File: config.mk
export PLATFORM = sky130hd
export DESIGN_NAME = mem_port_arbiter
export DESIGN_NICKNAME = d
export VERILOG_FILES = /design/src/rtl/mem_arb_pkg.sv /design/src/rtl/mem_port_arbiter.sv
export SDC_FILE = /design/constraint.sdc
export NUM_CORES = 1
export LEC_CHECK = 0
export BUFFER_PORTS_ARGS = -buffer_cell sky130_fd_sc_hd__buf_2
export CORE_MARGIN = 4
export CORE_UTILIZATION = 42
export DETAILED_ROUTE_END_ITERATION = 7
export PLACE_DENSITY = 0.77
export SLEW_MARGIN = 20
export SYNTH_ARGS = -nofsm -noshare
export SYNTH_HDL_FRONTEND = slang
export SYNTH_SLANG_ARGS = --single-unit
File: constraint.sdc
create_clock -name clk -period 1.6 [get_ports clk]
set_input_delay 0.08 -clock clk [delete_from_list [all_inputs] [get_ports clk]]
set_output_delay 0.08 -clock clk [all_outputs]
set_load 0.1 [all_outputs]
File: src/rtl/mem_arb_pkg.sv
// Shared encodings for the IF/MEM single-port memory arbiter.
package mem_arb_pkg;

  typedef enum logic [1:0] {
    IDLE = 2'd0,
    REQ  = 2'd1,
    RESP = 2'd2,
    DONE = 2'd3
  } state_t;

  typedef enum logic {
    OWN_IF = 1'b0,
    OWN_D  = 1'b1
  } owner_t;

endpackage

File: src/rtl/mem_port_arbiter.sv
// Shares one single-port memory between instruction fetch and load/store,
// one transaction at a time, and produces the per-stage stall signals.
module mem_port_arbiter
  import mem_arb_pkg::*;
#(
  parameter int ADDR_W = 32,
  parameter int DATA_W = 32
) (
  input  logic              clk,
  input  logic              rst_n,
  input  logic              if_req,
  input  logic [ADDR_W-1:0] if_addr,
  output logic [DATA_W-1:0] if_rdata,
  output logic              if_valid,
  input  logic              d_req,
  input  logic              d_we,
  input  logic [ADDR_W-1:0] d_addr,
  input  logic [DATA_W-1:0] d_wdata,
  output logic [DATA_W-1:0] d_rdata,
  output logic              d_valid,
  output logic              mem_req,
  output logic              mem_we,
  output logic [ADDR_W-1:0] mem_addr,
  output logic [DATA_W-1:0] mem_wdata,
  input  logic              mem_ready,
  input  logic              mem_rvalid,
  input  logic [DATA_W-1:0] mem_rdata,
  output logic              stall_if,
  output logic              stall_mem
);

  state_t state, state_next;
  owner_t owner, owner_next;
  logic   grant;
  logic   capture;

  // Data side wins a tie: it belongs to the older instruction in the pipe.
  always_comb begin
    state_next = state;
    owner_next = owner;
    grant      = 1'b0;
    capture    = 1'b0;
    case (state)
      IDLE: begin
        if (d_req) begin
          owner_next = OWN_D;
          grant      = 1'b1;
          state_next = REQ;
        end else if (if_req) begin
          owner_next = OWN_IF;
          grant      = 1'b1;
          state_next = REQ;
        end
      end
      REQ:  if (mem_ready) state_next = RESP;
      RESP: begin
        if (mem_rvalid) begin
          capture    = 1'b1;
          state_next = DONE;
        end
      end
      DONE:    state_next = IDLE;
      default: state_next = IDLE;
    endcase
  end

  always_ff @(posedge clk or negedge rst_n) begin
    if (!rst_n) begin
      state     <= IDLE;
      owner     <= OWN_IF;
      mem_req   <= 1'b0;
      mem_we    <= 1'b0;
      mem_addr  <= '0;
      mem_wdata <= '0;
      if_rdata  <= '0;
      d_rdata   <= '0;
      if_valid  <= 1'b0;
      d_valid   <= 1'b0;
    end else begin
      state    <= state_next;
      owner    <= owner_next;
      mem_req  <= (state_next == REQ);
      if_valid <= capture && (owner == OWN_IF);
      d_valid  <= capture && (owner == OWN_D);
      if (grant) begin
        if (owner_next == OWN_D) begin
          mem_we    <= d_we;
          mem_addr  <= d_addr;
          mem_wdata <= d_wdata;
        end else begin
          mem_we    <= 1'b0;
          mem_addr  <= if_addr;
          mem_wdata <= '0;
        end
      end
      if (capture) begin
        if (owner == OWN_D) d_rdata  <= mem_rdata;
        else                if_rdata <= mem_rdata;
      end
    end
  end

  assign stall_if  = if_req & ~if_valid;
  assign stall_mem = d_req & ~d_valid;

endmodule

# [Word-level counts from Yosys, hierarchy flattened]
# Cells that the tools add are included.
[word_totals] regBits=135 latch_bits=0 ramBits=0 romBits=0 in_bits=135 output_inout_bits=134 word_cells=40 mem_count=0
[op_classes] n_addsub=0 n_mul=0 div=0 magnitude_cmp=0 eq_ne=4 shifts=0 muxes=16 bitwise=5 reduce_logical=5
[op_table] operator="two-way mux 32 bit" n=2
[op_table] operator="two-way mux 1 bit" n=9
[op_table] operator="two-way mux 2 bit" n=4
[op_table] operator="one-hot mux 2 bit (4 select lines)" n=1
[op_table] operator="equality test 2 x 1 -> 1 bit (second input constant)" n=2
[op_table] operator="equality test 2 bit (second input constant)" n=2
[op_table] operator="AND reduction 2 bit" n=2
[op_table] operator="NOT 1 bit" n=3
[op_table] operator="AND 1 bit" n=2
[op_table] operator="logical AND 1 bit" n=2
[op_table] operator="logical NOT 2 bit" n=1

# [Logic depth before layout (Yosys ltp)]
# Gate-level depths: netlist of the first run.
[depth] word_depth=4 ltp_mapped=7 ltp_nobuf=3

# [Worst setup path after synthesis of the first run]
# OpenSTA, ideal clock, no wires.
[synth_timing] path_kind="register -> output" start="register if_valid" end="output stall_if" arrival_time_ns=2.211 t_required_ns=1.520 path_slack_ns=-0.691 path_stages_with_launch=2 n_path_buf=0 cell_sequence="dfrtp_1 > nor2b_1"
[synth_between] elab_chain_len=2
[synth_rtl] element="start, declared" line="mem_port_arbiter.sv:14" text="output logic if_valid,"
[synth_rtl] element="start signal, assigned" line="mem_port_arbiter.sv:83" text="if_valid <= capture && (owner == OWN_IF);"
[synth_rtl] element="NOT 1 bit" line="mem_port_arbiter.sv:103" text="assign stall_if = if_req & ~if_valid;"
[synth_rtl] element="AND 1 bit" line="mem_port_arbiter.sv:103"
[synth_rtl] element="end, declared" line="mem_port_arbiter.sv:28" text="output logic stall_if,"
# No other way between the ends.

# [Worst setup path after layout of the first run]
[layout_timing] start="register state[0]" end="register mem_addr[27]"
[layout_between] elab_chain_len=3 elab_cells_between_ends=4 cone_classes="mux: 3; reduce/logical: 1"
[layout_rtl] element="start, declared" line="mem_port_arbiter.sv:32" text="state_t state, state_next;"
[layout_rtl] element="start signal, assigned" line="mem_port_arbiter.sv:80" text="state <= state_next;"
[layout_rtl] element="logical NOT 2 bit (*)" line="mem_port_arbiter.sv:43" text="case (state)"
[layout_rtl] element="two-way mux 1 bit" line="mem_port_arbiter.sv:43"
[layout_rtl] element="two-way mux 32 bit" line="mem_port_arbiter.sv:86" text="if (owner_next == OWN_D) begin"
[layout_rtl] element="end signal, assigned" line="mem_port_arbiter.sv:88" text="mem_addr <= d_addr;"
[layout_rtl] element="end signal, assigned" line="mem_port_arbiter.sv:92" text="mem_addr <= if_addr;"
[layout_rtl] element="end, declared" line="mem_port_arbiter.sv:23" text="output logic [ADDR_W-1:0] mem_addr,"
# Mark *: on every way between the ends. The rest lies on a longest branch, timed or not.
# A chain may end at the register's enable or synchronous reset.

==> parameters.txt, run 1 <==
Parameter                              Value

CTS
  Maximum buffer depth of the clock tree ... 2
  Clock transition at path regs ... ~0.06 ns
  Number of buffers inserted during clock tree synthesis ... 17
  Latest clock arrival within the worst-skew pair ... just over 0.4 ns
  Number of H-tree levels ... 4
  Post-CTS setup buffer count ... 0
  TritonCTS clock tree ... built
  Number of sinks on the clock net ... roughly 140
  Library cell used as clock root buffer ... sky130_fd_sc_hd__clkbuf_16

Yosys
  Cell with the most instances after synthesis ... sky130_fd_sc_hd__dfrtp_1
  Instance count of the mapped netlist ... 421
  FF+latch count, synth ... roughly 140
  Asr flop ratio synth ... 100%
  Per-instance average area after synthesis ... about 13 µm²
  Yosys top cell by area ... sky130_fd_sc_hd__dfrtp_1
  Area share of the largest cell type after synthesis ... between 60% and 70%
  Synth area leaders ... sky130_fd_sc_hd__dfrtp_1, sky130_fd_sc_hd__mux2_2, sky130_fd_sc_hd__o31ai_2, sky130_fd_sc_hd__a22o_1, sky130_fd_sc_hd__a211oi_1
  Top cell types by occurrence after synthesis ... sky130_fd_sc_hd__dfrtp_1, sky130_fd_sc_hd__mux2_2, sky130_fd_sc_hd__nor2_1
  Synthesized net count ... between 500 and 600
  Post-synthesis instance area ... 5610 µm²
  Library cells used by synthesis ... 23
  Number of warnings reported in the yosys synthesis log ... 0
  Number of enable-type register cells in the synthesized netlist ... 0
  Dominant register cell in the synthesized netlist ... sky130_fd_sc_hd__dfrtp_1
  Sequential fraction of the synthesis area ... roughly three fifths

Floorplan
  Effective utilization at floorplan ... between 40% and 50%
  Total I/O pin count ... around 270
  Area inside the core boundary ... between 10,000 and 15,000 µm²
  Total die area ... between 15,000 and 20,000 µm²
  Core Rows ... slightly above 40
  Chip width ... 124 µm
  Y dimension of the die ... between 100 and 150 µm

Cells and area
  Fraction of final layout cells with drive strength greater than 1 ... approximately 58%
  Layout overhead on the synthesized area ... 61.1%
  Final nets ... approximately 900
  Number of diodes ... 0
  Final Core Density ... a little over two thirds
  Final standard cell area without fillers ... roughly 9000 µm²

Hold path
  Tightest Hold Check Type ... in -> reg
  Hold_sp ... d_addr[14]

Critical path
  Critical path fanouts, max ... 33
  Critical Path AT ... just under 2 ns
  Worst Path Class, Setup ... reg -> reg
  Origin of the critical flop-to-flop path ... state[0]
  Timing startpoint of the critical path ... state[0]
  Type of origin of the critical path ... flop
  Number of cells on the worst reg-to-reg path ... 5
  Worst-case register-to-register setup slack ... -0.05 ns
  Setup crit end kind ... flop
  Critical Path Sink ... mem_addr[27]
  Capture instance of the worst register-to-register path ... mem_addr[27]
  Required time of the critical path ... about 1.9 ns

GRT
  Initial antenna violation count ... 0
  Total track usage ... a little under a quarter
  Vias in the first global route ... between 5,000 and 6,000
  First-pass GRT wire length ... 27,900 µm
  Overall overflow remaining after global route ... 0
  Maximum number of pins on one net before global-route repair ... 53

Detailed routing
  Final routed DRC violation total ... 0
  Vias per std cell ... about 5.3
  Final antenna-violating net count ... 0
  Iter 0 DRT Violations ... 253
  WL final ... about 19,000 µm
  Detailed-route wire length per cell ... about 19 µm
  TritonRoute pass-1 iters ... 5
  Total number of vias ... just over 5,000

Timing
  Final hold vios ... 0
  Final critical-path share of the clock period ... 103%
  Fin Setup TNS ... -0.0548 ns
  Max frequency ... approximately 600 MHz
  Remaining max-slew budget at the tightest pin ... about 65%
  Count of final setup violators ... 1
  Pin slew with the least headroom to its limit ... 0.532 ns
  Worst Slack Setup Final ... -0.0548 ns
  Minimum clock period after layout ... about 1.7 ns
  Number of max-slew violations in the final report ... 0
  Clock Skews ... ~0.0079 ns
  RSZ-0062 raised after global routing ... true

Placed design
  GPL Wtd Cong ... about 0.83
  Count of buffers from port buffering ... about 270
  Detailed-placement wirelength estimate ... about 12,000 µm
  Post-placement cell area ... a little over 7000 µm²

Run status
  Violations in the final reports ... negative setup slack
  Outcome ... complete, but fails checks

Flow run
  Max-cap violation count ... 0
==> worst min-delay path by stage <==
stage                   end  depth (start not counted)
4_1_cts        mem_addr[13]                          3
6_report       mem_addr[14]                          3
5_1_grt        mem_addr[14]                          3
3_5_place_dp   mem_wdata[6]                          1
3_3_place_gp   mem_wdata[6]                          1
2_1_floorplan    d_rdata[0]                          0
==> flip-flops by register name (all words and copies together), names as in the netlist <==
| name | count |
|---|---|
| mem_wdata | 32 |
| mem_addr | 32 |
| if_valid | 1 |
| mem_req | 1 |
| if_rdata | 32 |
| d_rdata | 32 |
| mem_we | 1 |
| owner | 1 |
| state | 2 |
| d_valid | 1 |
==> layer usage <==
metal  GRT usage (%)  up-vias  wire (µm)
met1            26.4     2535       6920
met4            10.1        0        424
met2            42.6      284       9780
met5               0        -          0
li1                -     2286          -
met3            7.37       37       1760
==> timing repair <==
item                                   4_1_cts  5_1_grt
hold buffers                                97        2
setup endpoints to repair                    5       96
endpoints found under the hold margin      262        2
gates cloned                                 0        1
gates resized for setup                      3       40
pin swaps                                    3        0
==> placed cells by master, fill, tap and decap left out, types with 7 or more instances in the layout <==
master and count:
sky130_fd_sc_hd__o31ai_2 29, sky130_fd_sc_hd__a22o_1 33, sky130_fd_sc_hd__buf_2 267, sky130_fd_sc_hd__dlygate4sd3_1 99, sky130_fd_sc_hd__buf_12 8, sky130_fd_sc_hd__o21ai_0 33
sky130_fd_sc_hd__clkbuf_16 18, sky130_fd_sc_hd__mux2_2 64, sky130_fd_sc_hd__a211oi_2 23, sky130_fd_sc_hd__buf_4 7, sky130_fd_sc_hd__dfrtp_1 135, sky130_fd_sc_hd__nor2_1 12
sky130_fd_sc_hd__nor2_2 22, sky130_fd_sc_hd__a211oi_1 9
==> stage by stage <==
stage / cells / hold WS, ns / setup slack (ns)
3_3_place_gp: 839 / -0.00693 / 0.0378
6_report: 971 / 0.0123 / -0.0548
3_5_place_dp: 839 / -0.00489 / 0.00254
2_1_floorplan: 421 / -0.216 / -0.0270
4_1_cts: 968 / 0.00103 / 0.00131
5_1_grt: 971 / 0.00100 / -0.0731
==> kinds of logic (layout without fill, tap and decap cells) <==
kind of cell           after synthesis  in the layout  share of synthesized area [%]
AO/OA/AOI/OAI                      130            130                           19.2
AND/OR/NAND/NOR                     50             50                           4.02
buffers and inverters               42            420                           3.70
flip-flops                         135            135                           60.3
multiplexers                        64             64                           12.9
==> critical path, stage by stage, from the launching register on <==
cell                      delay, ns
sky130_fd_sc_hd__dfrtp_1       0.40
sky130_fd_sc_hd__buf_6         0.14
sky130_fd_sc_hd__or3b_2        0.50
sky130_fd_sc_hd__buf_12        0.20
sky130_fd_sc_hd__nor2_1        0.18
sky130_fd_sc_hd__o31ai_2       0.09
==> final cells by class <==
cell class / instances / area (µm²)
clock inverters: 12 / 151
flip-flops and latches: 135 / 3380
well taps: 172 / 215
inverters: 2 / 7.51
fillers: 850 / 3790
multi-input cells: 244 / 2230
clock buffers: 20 / 447
repair buffers: 386 / 2610
Power of run 1 is not shown: default switching activity piles up to over one toggle a cycle in this logic, so the estimate is an artifact.
==> inputs of run 2 (changes only) <==
GPL_TIMING_DRIVEN = 0   (was not set)
==> run 2 against run 1 <==
Net effect:
- the flow still finishes with violations (negative setup slack)
- utilization increased by 5.9 points
- count of clock-buffer cells in the layout unchanged
- worst hold slack better by 0.025 ns
- non-clock buffer count rose by 28
- global-route usage grew 2.7 points
- routed wire length is 21% higher
- design area is 8.3% higher
- via count increased by 7.5%
==> parameters.txt, run 2 (synthesized netlist as in run 1, its figures left out) <==
Parameter                              Value

Floorplan
  Y dimension of the die ... around 120 µm
  Effective utilization at floorplan ... 43.7%
  Core Rows ... between 40 and 50
  Total die area ... 15,300 µm²
  Area inside the core boundary ... 12,800 µm²
  Total I/O pin count ... 269
  Chip width ... between 100 and 150 µm

GRT
  Vias in the first global route ... 5,813
  Maximum number of pins on one net before global-route repair ... between 70 and 80
  Overall overflow remaining after global route ... 0
  Initial antenna violation count ... 1
  Total track usage ... between 20% and 30%
  First-pass GRT wire length ... slightly above 30,000 µm

Timing
  Pin slew with the least headroom to its limit ... ~0.72 ns
  RSZ-0062 raised after global routing ... true
  Clock Skews ... 0.00709 ns
  Final hold vios ... 0
  Count of final setup violators ... 37
  Minimum clock period after layout ... around 1.7 ns
  Worst Slack Setup Final ... -0.0911 ns
  Max frequency ... around 590 MHz
  Number of max-slew violations in the final report ... 0
  Remaining max-slew budget at the tightest pin ... around 52%
  Final critical-path share of the clock period ... 106%
  Fin Hold WS ... about 0.038 ns

Detailed routing
  Iter 0 DRT Violations ... between 400 and 500
  Final routed DRC violation total ... 0
  Detailed-route wire length per cell ... 22.8 µm
  Vias per std cell ... roughly 5.5
  TritonRoute pass-1 iters ... 4
  Total number of vias ... roughly 5,500
  WL final ... 22,800 µm
  Final antenna-violating net count ... 0

Critical path
  Worst Path Class, Setup ... reg -> reg
  Critical-path top delay cell ... sky130_fd_sc_hd__or3b_4
  Critical path cell sequence ... or3b_4 > buf_12 > a211oi_4 > o31ai_4
  Required time of the critical path ... ~1.9 ns
  Origin of the critical flop-to-flop path ... state[1]
  Timing startpoint of the critical path ... state[1]
  Critical Path AT ... roughly 2 ns
  Critical path fanouts, max ... 10
  Delay contributed by the slowest stage of the critical path ... around 0.49 ns
  Setup crit end kind ... flop
  Type of origin of the critical path ... flop

Cells and area
  Layout overhead on the synthesized area ... 74.6%
  Most common library cell in the layout ignoring fill and taps ... sky130_fd_sc_hd__buf_2
  Final nets ... between 900 and 1,000
  Count of placed standard cells in the final layout, fillers left out ... about 1,000
  Most frequent cells in the layout ... sky130_fd_sc_hd__buf_2, sky130_fd_sc_hd__dfrtp_1, sky130_fd_sc_hd__dlygate4sd3_1
  Fraction of final layout cells with drive strength greater than 1 ... 61.2%

Placed design
  Count of buffers from port buffering ... approximately 270
  GPL Wtd Cong ... between 0.8 and 0.9
  Detailed-placement wirelength estimate ... approximately 13,000 µm
  Number of placed instances with taps included ... 862

Hold path
  Tightest Hold Check Type ... in -> reg
  Hold_sp ... if_addr[18]

CTS
  Library cell used as clock root buffer ... sky130_fd_sc_hd__clkbuf_16
  TritonCTS clock tree ... built
  Clock transition at path regs ... 0.06 ns
  Latest clock arrival within the worst-skew pair ... between 0.4 and 0.5 ns
  Number of buffers inserted during clock tree synthesis ... 17
  Number of H-tree levels ... 4
  Number of sinks on the clock net ... around 140
  Maximum buffer depth of the clock tree ... 2

Flow run
  Max-cap violation count ... 0

Run status
  Outcome ... complete, but fails checks
  Violations in the final reports ... negative setup slack
-- run 2: cell types whose count changed in the layout (fill, tap and decap cells not counted), moves of 6 or more --
| cell | before | now |
|---|---|---|
| sky130_fd_sc_hd__o21ai_0 | 33 | 4 |
| sky130_fd_sc_hd__a211oi_4 | 0 | 26 |
| sky130_fd_sc_hd__o31ai_2 | 29 | 3 |
| sky130_fd_sc_hd__o31ai_4 | 0 | 26 |
| sky130_fd_sc_hd__a211oi_2 | 23 | 3 |
| sky130_fd_sc_hd__o21ai_1 | 0 | 15 |
| sky130_fd_sc_hd__o21ai_2 | 0 | 14 |
| sky130_fd_sc_hd__nor2_1 | 12 | 25 |
| sky130_fd_sc_hd__nor2_2 | 22 | 9 |
| sky130_fd_sc_hd__dlygate4sd3_1 | 99 | 90 |
| sky130_fd_sc_hd__buf_2 | 267 | 275 |
| sky130_fd_sc_hd__buf_4 | 7 | 15 |
| sky130_fd_sc_hd__a211oi_1 | 9 | 3 |
-- run 2: cell type report --
| cell class | count | area [µm²] |
|---|---|---|
| Antenna cell | 1 | 2.50 |
| Buffer | 34 | 363 |
| Clock buffer | 20 | 457 |
| Clock inverter | 12 | 103 |
| Fill cell | 720 | 3040 |
| Inverter | 2 | 7.51 |
| Multi-Input combinational cell | 244 | 2700 |
| Sequential cell | 135 | 3380 |
| Tap cell | 172 | 215 |
| Timing Repair Buffer | 380 | 2550 |
-- run 2: worst paths after layout --
path                           endpoint  slack, ns  cells past startpoint
setup / recovery           mem_addr[28]      -0.09                      4
hold / removal             mem_addr[18]       0.04                      3
setup reg to reg           mem_addr[28]      -0.09                      4
hold reg to reg             d_rdata[11]       0.50                      1
max in group asynchronous    d_rdata[7]       0.64                      3
min in group asynchronous  mem_wdata[4]       0.25                      2
-- run 2: worst max-delay path, delay by kind of cell, from the launching register on --
family                 cells  cell delay [ns]
AND/OR/NAND/NOR            1             0.49
flip-flops                 1             0.45
AO/OA/AOI/OAI              2             0.43
buffers and inverters      1             0.19
-- run 2: timing repair --
item | CTS | global route
resized for setup | 108 | 100
pin swaps | 8 | 47
endpoints found under the hold margin | 196 | 0
setup endpoints to repair | 129 | 110
setup buffers | 10 | 5
hold buffers | 90 | 0
gates cloned | 2 | 4
-- run 2: per-layer routing --
metal	share of wire, %	vias to the layer above	GRT usage (%)
met5	0	-	0
li1	-	2320	-
met3	8.8	88	6.36
met1	36	2762	30.8
met4	4.2	0	13.1
met2	51	359	46.2
-- run 2: per-stage QoR --
step	area, µm²	TNS [ns]	setup slack (ns)	util [%]
2_1_floorplan	5670	-0.524	-0.0270	-
3_3_place_gp	7220	-188.81	-1.23	56.3
3_5_place_dp	7260	-30.00	-0.429	56.6
4_1_cts	9220	-0.0950	-0.0176	71.9
5_1_grt	9790	-2.74	-0.108	76.3
6_report	9790	-1.02	-0.0911	76.3
Power of run 2 is left out for the same reason.
==> inputs of run 3 (changes only) <==
BUFFER_PORTS_ARGS = not set   (was -buffer_cell sky130_fd_sc_hd__buf_2)
CORE_UTILIZATION = 47   (was 42)
DONT_BUFFER_PORTS = 1   (was not set)
PLACE_DENSITY = not set   (was 0.77)
==> run 3 against run 2 <==
Net effect:
- the flow now stops in 4_1_cts
- synthesized cell count did not move
- synthesized area did not move
==> parameters.txt, run 3 <==
Parameter                              Value

CTS
  Library cell used as clock root buffer ... sky130_fd_sc_hd__clkbuf_16
  Post-CTS setup buffer count ... 14
  Maximum buffer depth of the clock tree ... 2
  Number of buffers inserted during clock tree synthesis ... 17
  Number of sinks on the clock net ... between 100 and 150
  CTS Hold Buffers Added ... between 100 and 150
  Post-CTS sizing ... 95
  Number of H-tree levels ... 4

Run status
  Stop stage ... 4_1_cts
  First error message ... [ERROR RSZ-0060] Max buffer count reached.
  Outcome ... stopped before the end

Yosys
  Number of enable-type register cells in the synthesized netlist ... 0
  Area share of the largest cell type after synthesis ... between 60% and 70%
  Per-instance average area after synthesis ... roughly 13 µm²
  Dominant register cell in the synthesized netlist ... sky130_fd_sc_hd__dfrtp_1
  FF+latch count, synth ... 135
  Synthesized net count ... ~560
  Asr flop ratio synth ... between 90% and 100%
  Top cell types by occurrence after synthesis ... sky130_fd_sc_hd__dfrtp_1, sky130_fd_sc_hd__mux2_2, sky130_fd_sc_hd__nor2_1
  Post-synthesis instance area ... between 5000 and 6000 µm²
  Instance count of the mapped netlist ... between 400 and 500
  Cell with the most instances after synthesis ... sky130_fd_sc_hd__dfrtp_1
  Library cells used by synthesis ... 23
  Number of warnings reported in the yosys synthesis log ... 0
  Yosys top cell by area ... sky130_fd_sc_hd__dfrtp_1
  Sequential fraction of the synthesis area ... between 60% and 70%
  Synth area leaders ... sky130_fd_sc_hd__dfrtp_1, sky130_fd_sc_hd__mux2_2, sky130_fd_sc_hd__o31ai_2, sky130_fd_sc_hd__a22o_1, sky130_fd_sc_hd__a211oi_1

Placed design
  Count of buffers from port buffering ... 0
  Post-placement cell area ... 5850 µm²
  GPL Wtd Cong ... 0.791
  Detailed-placement wirelength estimate ... 10,600 µm

Floorplan
  Effective utilization at floorplan ... approximately half
  Total I/O pin count ... ~270
  Y dimension of the die ... about 120 µm
  Core Rows ... 39
  Chip width ... around 120 µm
-- run 3: cell counts after synthesis --
Identical to the previous run, type by type.
-- run 3: metrics by stage --
step,std cells,setup TNS (ns),setup slack [ns]
3_5_place_dp,564,-23.64,-0.366
3_3_place_gp,564,-21.46,-0.329
2_1_floorplan,421,-0.524,-0.0270
-- run 3: cell families after synthesis --
group | synth area share [%]
muxes | 12.9
and+or+nand+nor | 4.02
buffers and inverters | 3.70
AOI/OAI and AO/OA | 19.2
DFF | 60.3
==> inputs of run 4 (changes only) <==
CORE_UTILIZATION = 32   (was 47)
PLACE_DENSITY_LB_ADDON = 0.15   (was not set)
clock period = 2.08 ns   (was 1.6 ns; I/O delays follow)
==> run 4 against run 3 <==
Net effect:
- the flow now finishes, with violations (negative hold slack)
==> parameters.txt, run 4 (synthesized netlist as in run 1, its figures left out) <==
Parameter                              Value

Placed design
  GPL Wtd Cong ... slightly below 0.8
  Setup Slack @ Placement ... a little over 0.08 ns
  Count of buffers from port buffering ... 0
  Detailed-placement wirelength estimate ... 11,600 µm

Cells and area
  Most common library cell in the layout ignoring fill and taps ... sky130_fd_sc_hd__dfrtp_1
  Number of diodes ... 0
  Layout filler cell count ... about 1,600
  Layout overhead on the synthesized area ... 40.1%
  Fraction of final layout cells with drive strength greater than 1 ... between 20% and 30%
  Most frequent cells in the layout ... sky130_fd_sc_hd__dfrtp_1, sky130_fd_sc_hd__dlygate4sd3_1, sky130_fd_sc_hd__mux2_2
  Final nets ... 706

CTS
  Number of buffers inserted during clock tree synthesis ... 17
  Latest clock arrival within the worst-skew pair ... between 0.4 and 0.5 ns
  Clock transition at path regs ... ~0.060 ns
  Maximum buffer depth of the clock tree ... 2
  TritonCTS clock tree ... built
  CTS Hold Buffers Added ... ~130
  Number of H-tree levels ... 4
  Library cell used as clock root buffer ... sky130_fd_sc_hd__clkbuf_16
  Number of sinks on the clock net ... around 140

Timing
  Remaining max-slew budget at the tightest pin ... about a third
  RSZ-0062 raised after global routing ... false
  Minimum clock period after layout ... 2.01 ns
  Final critical-path share of the clock period ... between 90% and 100%
  Pin slew with the least headroom to its limit ... around 1.0 ns
  Clock Skews ... 0.0127 ns
  Count of final setup violators ... 0
  Fin Setup TNS ... 0 ns
  Fin Hold WS ... -0.610 ns
  Number of max-slew violations in the final report ... 0
  Worst Slack Setup Final ... around 0.075 ns
  Max frequency ... about 500 MHz
  Final hold vios ... roughly 140

Critical path
  Delay contributed by the slowest stage of the critical path ... slightly below 0.8 ns
  Required time of the critical path ... roughly 2 ns
  Origin of the critical flop-to-flop path ... state[0]
  Gate family responsible for the most delay along the worst path ... flip-flops
  Critical Path Sink ... stall_if
  Number of cells on the worst reg-to-reg path ... 4
  Critical path fanouts, max ... 2
  Timing startpoint of the critical path ... if_valid
  Worst-case register-to-register setup slack ... 0.14 ns
  Setup crit end kind ... output pin
  Crit path buf inv count ... 0
  Critical Path AT ... between 1.5 and 2 ns
  Critical Path Stages ... 1
  Worst Path Class, Setup ... reg -> out
  Critical path cell sequence ... nor2b_4
  Critical-path top delay cell ... sky130_fd_sc_hd__dfrtp_1
  Type of origin of the critical path ... flop
  Capture instance of the worst register-to-register path ... if_rdata[25]

Floorplan
  Total I/O pin count ... about 270
  Area inside the core boundary ... roughly 17,000 µm²
  Effective utilization at floorplan ... between 30% and 40%
  Core Rows ... 48
  Chip width ... ~140 µm
  Total die area ... 19,700 µm²
  Y dimension of the die ... between 100 and 150 µm

GRT
  Vias in the first global route ... approximately 4,700
  First-pass GRT wire length ... between 20,000 and 30,000 µm
  Maximum number of pins on one net before global-route repair ... 136
  Busiest grt layer ... met2
  Global Route met2 Usage ... between 20% and 30%
  Initial antenna violation count ... 1
  Total track usage ... 16.9%
  Met3 demand-to-capacity share in global routing ... around 8%
  Global routing usage on met1 ... 19.8%
  Overall overflow remaining after global route ... 0

Detailed routing
  Iter 0 DRT Violations ... about 150
  Detailed-route wire length per cell ... ~21 µm
  WL final ... between 15,000 and 20,000 µm
  Total number of vias ... slightly above 4,000
  Final routed DRC violation total ... 0
  TritonRoute pass-1 iters ... 6
  Final antenna-violating net count ... 0
  Vias per std cell ... about 5.1

Run status
  Violations in the final reports ... negative hold slack
  Outcome ... complete, but fails checks

Hold path
  Tightest Hold Check Type ... in -> async

Flow run
  Max-cap violation count ... 0
-- run 4: what timing repair did --
| action | 4_1_cts | 5_1_grt |
|---|---|---|
| setup buffers | 0 | 0 |
| endpoints found under the setup margin | 2 | 18 |
| hold endpoints to repair | 267 | 135 |
| cloned | 0 | 0 |
| gates resized for setup | 2 | 4 |
-- run 4: worst min path at each step --
stage	cells after the start	slack [ns]	end
2_1_floorplan	0	-0.19	d_rdata[0]
3_3_place_gp	0	-0.19	mem_wdata[10]
3_5_place_dp	0	-0.19	mem_wdata[6]
4_1_cts	0	-0.64	mem_addr[28]
5_1_grt	0	-0.64	mem_wdata[31]
6_report	0	-0.61	mem_addr[26]
-- run 4: per-layer routing --
metal  vias to the layer above  part of all wire [%]
li1                       1855                     -
met1                      2084                    39
met2                       194                    48
met3                        21                    11
met4                         2                   1.5
met5                         -                 0.077
-- run 4: metrics by stage --
step | util (%) | instances | cell area (µm²)
floorplan | - | 421 | 5610
global placement | 34.2 | 646 | 5890
detailed placement | 34.2 | 646 | 5890
CTS | 45.5 | 809 | 7850
global route | 45.6 | 809 | 7860
finish | 45.6 | 809 | 7860
-- run 4: cell type report --
type	instances	area (µm²)	share of cell area, %
inverters	2	7.51	0.0955
clock inverters	13	193	2.45
multi-input cells	244	2040	26.0
flip-flops and latches	135	3380	43.0
clock buffers	19	443	5.64
plain buffers	40	203	2.58
well taps	225	282	3.58
repair buffers	131	1310	16.7
Power of run 4 is left out for the same reason.
